### config.mk
export PLATFORM = sky130hd
export DESIGN_NAME = serial_adder_n
export DESIGN_NICKNAME = d
export VERILOG_FILES = /design/src/rtl/serial_adder_n.sv
export SDC_FILE = /design/constraint.sdc
export NUM_CORES = 1
export LEC_CHECK = 0
export ABC_AREA = 1
export CAP_MARGIN = 20
export CORE_UTILIZATION = 56
export CTS_BUF_LIST = sky130_fd_sc_hd__clkbuf_4
export CTS_CLUSTER_SIZE = 16
export DETAILED_ROUTE_END_ITERATION = 16
export PLACE_DENSITY_LB_ADDON = 0.05
export SYNTH_ARGS = -nofsm -noshare
export SYNTH_HDL_FRONTEND = slang
export SYNTH_SLANG_ARGS = --single-unit
### constraint.sdc
create_clock -name clk -period 2.2 [get_ports clk]
set_input_delay 0.33 -clock clk [delete_from_list [all_inputs] [get_ports clk]]
set_output_delay 0.33 -clock clk [all_outputs]
set_load 0.02 [all_outputs]
### src/rtl/serial_adder_n.sv
// Bit-serial N-bit add/subtract: one full-adder cell and a carry FF, LSB first.
// Latency: done pulses N+1 edges after start is accepted; one op per N+1 cycles.
// Backpressure: start is ignored while busy; the result holds until the next accepted start.
module serial_adder_n #(
  parameter int N = 4
) (
  input  logic         clk,
  input  logic         reset,
  input  logic         start,
  input  logic [N-1:0] a,
  input  logic [N-1:0] b,
  input  logic         sub,
  input  logic         cin,
  output logic         busy,
  output logic         done,
  output logic [N-1:0] sum,
  output logic         cout,
  output logic         ovf
);

  localparam int CNT_W = $clog2(N) + 1;

  typedef enum logic [1:0] {
    IDLE = 2'd0,
    RUN  = 2'd1,
    DONE = 2'd2
  } state_t;

  state_t           state_q;
  state_t           state_nxt;
  logic [N-1:0]     a_q;
  logic [N-1:0]     b_q;
  logic             carry_q;
  logic [CNT_W-1:0] cnt_q;

  logic             accept;
  logic             last_bit;
  logic             a_bit;
  logic             b_bit;
  logic             s_bit;
  logic             carry_nxt;
  logic [N:0]       sum_shift;

  // Operands shift right each RUN cycle, so bit 0 is always the bit in flight.
  assign a_bit     = a_q[0];
  assign b_bit     = b_q[0];
  assign s_bit     = a_bit ^ b_bit ^ carry_q;
  assign carry_nxt = (a_bit & b_bit) | (a_bit & carry_q) | (b_bit & carry_q);
  assign last_bit  = (cnt_q == CNT_W'(N - 1));
  assign sum_shift = {s_bit, sum};

  always_ff @(posedge clk) begin
    if (reset) begin
      state_q <= IDLE;
    end else begin
      state_q <= state_nxt;
    end
  end

  always_comb begin
    state_nxt = state_q;
    busy      = 1'b0;
    done      = 1'b0;
    accept    = 1'b0;
    case (state_q)
      IDLE: begin
        if (start) begin
          accept    = 1'b1;
          state_nxt = RUN;
        end
      end
      RUN: begin
        busy = 1'b1;
        if (last_bit) begin
          state_nxt = DONE;
        end
      end
      DONE: begin
        done = 1'b1;
        // Accepting here gives back-to-back operation with no idle bubble.
        if (start) begin
          accept    = 1'b1;
          state_nxt = RUN;
        end else begin
          state_nxt = IDLE;
        end
      end
      default: state_nxt = IDLE;
    endcase
  end

  always_ff @(posedge clk) begin
    if (reset) begin
      a_q     <= '0;
      b_q     <= '0;
      carry_q <= 1'b0;
      cnt_q   <= '0;
      sum     <= '0;
      cout    <= 1'b0;
      ovf     <= 1'b0;
    end else if (accept) begin
      // Subtraction is A + ~B + 1: invert B once here and seed the carry.
      a_q     <= a;
      b_q     <= sub ? ~b : b;
      carry_q <= sub ? 1'b1 : cin;
      cnt_q   <= '0;
    end else if (state_q == RUN) begin
      a_q     <= a_q >> 1;
      b_q     <= b_q >> 1;
      carry_q <= carry_nxt;
      cnt_q   <= cnt_q + CNT_W'(1);
      sum     <= sum_shift[N:1];
      if (last_bit) begin
        // The MSB operand bits are in flight now, so overflow needs no extra storage.
        cout <= carry_nxt;
        ovf  <= (a_bit == b_bit) && (s_bit != a_bit);
      end
    end
  end

endmodule

# Word level (Yosys, flattened, before mapping)

Cells that the tools add are included.

Flip-flop bits (word level): 20
Bits of input ports: 13
Output and inout port bits: 8
Word-level logic and storage cells: 49

$add $sub $neg: 1
Equal/unequal tests: 7
Multiplexer cells: 16
Bitwise operators: 9
Reduce and logical (&&, ||, !) cells: 8

Operators by type and width:

| kind                                                             | number |
|---|---|
| 4-bit 2-to-1 mux                                                 | 5 |
| 1-bit 2-to-1 mux                                                 | 8 |
| 2-bit one-hot mux with 3 select lines                            | 1 |
| 2-bit 2-to-1 mux                                                 | 2 |
| 2-bit inequality test (second input constant)                    | 2 |
| 4-bit NOT                                                        | 1 |
| 2-bit AND reduction                                              | 2 |
| 2-bit OR reduction                                               | 2 |
| 3-bit by 1-bit adder with 3-bit output (second input constant)   | 1 |
| 1-bit bitwise AND                                                | 3 |
| 3-bit by 2-bit == test with 1-bit output (second input constant) | 1 |
| 3-bit AND reduction                                              | 1 |
| 2-bit by 1-bit == test with 1-bit output (second input constant) | 1 |
| 2-bit == test (second input constant)                            | 1 |
| 2-bit logical NOT                                                | 1 |
| 1-bit bitwise OR                                                 | 2 |
| 2-bit nonzero test                                               | 1 |
| 1-bit bitwise XOR                                                | 2 |
| 1-bit == test                                                    | 1 |
| 1-bit logical AND                                                | 1 |
| 1-bit inequality test                                            | 1 |
| 1-bit NOT                                                        | 1 |

# Depth between registers and ports, before layout

Depth after elaboration: 5
Mapped depth: 8
Gate-level depth less buffers: 8

# Worst setup path before layout

No wires, ideal clock.

Path kind: reg-to-reg
Start: reg a_q[0]
End: reg ovf
Library setup time: 0.064 ns
Data arrival time: 1.206 ns
Required time: 2.136 ns
Path slack: 0.930 ns
Cell stages (with the launch flop): 8
Buffers on the path: 0
Period minus slack after synthesis: 1.270 ns
Cell sequence: dfxtp_1 fa_1 inv_1 nand2_1 nand3b_1 nand2_1 inv_1 nor2_1

Longest elaborated chain between the ends: 4
Elaborated cells between the ends (all ways): 5
Those cells by class: 2 x eq/ne; 2 x bitwise; 1 x reduce/logical

RTL lines:

| what                           | line | text |
|---|---|---|
| start: declaration             | 31   | `logic [N-1:0] a_q;` |
| start signal: assignment       | 108  | `a_q <= a_q >> 1;` |
| 1-bit bitwise XOR (2 in a row) | 47   | `assign s_bit = a_bit ^ b_bit ^ carry_q;` |
| net s_bit                      | 40   | `logic s_bit;` |
| 1-bit inequality test          | 116  | `ovf <= (a_bit == b_bit) && (s_bit != a_bit);` |
| 1-bit logical AND              | 116  |  |
| end signal: assignment         | 116  |  |
| end: declaration               | 18   | `output logic ovf` |

The timed path passes the listed nets, and every way through them passes these cells.
A chain may end at the register's enable or synchronous reset.

# Final worst setup path

Start: reg state_q[0]
End: out busy

Longest elaborated chain between the ends: 2

RTL lines:

| what                                     | line | text |
|---|---|---|
| start: declaration                       | 29   | `state_t state_q;` |
| start signal: assignment                 | 56   | `state_q <= state_nxt;` |
| 2-bit by 1-bit == test with 1-bit output | 65   | `case (state_q)` |
| 1-bit 2-to-1 mux                         | 65   |  |
| end: declaration                         | 14   | `output logic busy,` |

Every way passes these cells.

==> impl_metrics.yaml <==
clocking:
  clk_pin_slew_ns: 0.12
  cts_setup_buffers: 0
  ctsRootBufferMaster: "clkbuf_4"
  cts.sinks: 20
  cts_inserted_buffers: 3
  htreeDepth: 1
  cts_tree: "done"
  cts_resized: 0
  hold_buffers: 0
  clk_latency_ns: 0.31
  cts_buffer_depth: 2
pwr:
  clock_power_share_pct: 24.3
  p_sw_mw: 0.2357
  power_density_nw_per_um2: 623.8
  p_seq_share_pct: 53.0
  internal_power_mw: 0.5315
  peakVddDrop_mv: 0.3924
  leakage_nw: 0.5656
  power_frac_comb_pct: 22.7
  swShare_pct: 30.72
layout:
  synthToLayoutAreaGrowth_pct: 22.42
  drive_gt1_share_pct: 12.58
  diodes: 0
  fin_util_pct: 77.16
  n_fill_cell: 130
  final_nets: 177
synthesis:
  yosys.cell_count.top_type: "nand2_1"
  ys_async_sr_fraction_pct: 0
  synth_seq_area_share_pct: 39.85
  synthTopCellsByCount: "nand2_1, nor2_1, dfxtp_1, inv_1, nand3_1"
  syn_inst: 138
  post-synth-top-area-cell: "dfxtp_1"
  synth_edf_count: 0
  synth_area_um2: 1005
  avgSynthCellArea_um2: 7.281
  synth-seq-cells: 20
  ys.flop_type: "dfxtp_1"
  ys.warnings.count: 0
  ys_types: 22
  netlist.area_leader.share_pct: 39.85
  synthesis.nets: 155
  netlist_top_cells_area: "dfxtp_1, nand2_1, nor2_1"
detailed_routing:
  drc_errors: 0
  dr.pass1.iters: 4
  vias: 884
  wire_per_inst_um: 10.79
  via_per_inst: 4.831
  wirelength_um: 1975
  drt_iter0_drc: 16
  ant_nets: 0
worst_hold_path:
  hold_class: "flop to flop"
grt:
  grt_pass1_vias: 871
  grt_util_all_layers_pct: 24.57
  antenna_found_initial: 0
  grt_max_degree: 14
  grt.overflow.total: 0
  grt_pass1_wl_um: 3498
floorplan:
  rows: 14
  core_area_um2: 1594
  dieArea_um2: 1967
  io_pins: 21
  die_h_um: 44.36
  die_w_um: 44.36
  initial_core_util_pct: 63.03
setup_path:
  critPathMaxStageDelay_ns: 0.61
  cp.arrival_ns: 1.54
  crit_type: "flop to primary output"
  slowest_stage: "clkdlybuf4s50_1"
  cp_cell_sequence: "inv_2, nor2_2, clkdlybuf4s50_1"
  crit_required_ns: 1.87
  cp-end-kind: "primary output"
  worstPathMaxFanout: 4
  cp-start-kind: "flop"
  rrSetupSlack_ns: 0.83
place:
  globalplace.congestion: 0.8775
  post-dp-hpwl_um: 1523
  port_buffers: 20
timing:
  slew_viol_final: 0
  fin_crit_ns: 1.875
  tightest_slew_ns: 0.2685
  hold_viol: 0
  maxSlewHeadroom_pct: 82.04
  fmax_mhz: 533.4
  rsz0062_at_grt: "no"
  finalCritPeriodShare_pct: 85.22
  tns_ns: 0
  finalSetupViolCount: 0
  fin_skew_ns: 0.002655
run_status:
  outcome: "finished clean"
run:
  max_cap_violations: 0
-- routing by layer --
metal  share of wire (%)  track usage [%]  up-vias
li1                    -                -      466
met1                  47            28.64      393
met2                  48            42.94       20
met3                 2.9            4.898        5
met4                 2.1            11.52        0
met5                   0                0        -
-- power by group through the flow --
stage,Sequential (mW),Combinational [mW],Clock (mW)
after floorplan,0.419,0.113,0
after global placement,0.414,0.169,0
after detailed placement,0.415,0.174,0
after CTS,0.407,0.175,0.183
after global routing,0.411,0.196,0.204
final,0.407,0.174,0.186
-- sequential cells by signal (all words and copies together) (netlist names) --
signal / flops
a_q: 4
b_q: 4
carry_q: 1
cnt_q: 3
cout: 1
ovf: 1
state_q: 2
sum: 4
-- metrics by stage --
step | instances | hold WS (ns) | total power [mW] | cell area (um2) | worst slack, ns
after floorplan | 138 | 0.3924 | 0.5329 | 1005 | 0.9304
after global placement | 179 | 0.4526 | 0.5832 | 1204 | 0.6629
after detailed placement | 179 | 0.4582 | 0.5889 | 1204 | 0.6529
after CTS | 183 | 0.4714 | 0.7647 | 1230 | 0.3135
after global routing | 183 | 0.4984 | 0.8100 | 1230 | 0.2652
final | 183 | 0.4702 | 0.7672 | 1230 | 0.3251
-- cell type report --
class | instances | area [um2] | area share (%)
Tap cell | 24 | 30.03 | 2.442
Multi-Input combinational cell | 94 | 490.5 | 39.88
Inverter | 20 | 75.07 | 6.104
Clock inverter | 1 | 3.754 | 0.3052
Clock buffer | 3 | 22.52 | 1.831
Timing Repair Buffer | 21 | 207.7 | 16.89
Sequential cell | 20 | 400.4 | 32.55
-- placed cells by master (no fill, tap or decap) --
cell,instances
nor2_1,26
inv_2,4
clkbuf_4,3
o21ai_2,1
o21a_1,1
fa_1,1
xor2_1,1
nand3_1,7
nor3_2,2
a21oi_2,3
clkdlybuf4s50_1,20
clkinv_1,1
o21ai_1,3
buf_4,1
nand3b_1,1
nand2_1,29
dfxtp_1,20
ha_1,3
o21ai_0,5
nor2_2,2
nand2_4,2
nand2_2,2
inv_1,16
a21oi_1,5
-- logic make-up (layout without fill, tap and decap cells) --
family	count (synthesis)	in the layout	synth area share (%)
flops	20	20	39.85
compound gates	18	18	10.71
buf+inv	24	45	11.33
xor+xnor	1	1	0.8719
fa+ha+maj	4	4	5.729
simple gates	71	71	31.51
-- path summary, 6_finish.rpt --
| path | cells past startpoint | endpoint | start |
|---|---|---|---|
| worst min-delay path | 2 | b_q[3] | b_q[3] |
| worst max register to register | 7 | ovf | a_q[0] |
| worst min register to register | 2 | b_q[3] | b_q[3] |
| worst max-delay path | 3 | busy | state_q[0] |
-- critical path, delay by kind of cell, from the launching register on --
family	cells	cell delay (ns)
buffers and inverters	2	0.70
and+or+nand+nor	1	0.11
DFF	1	0.43
Power figures use the tool's default switching activity.
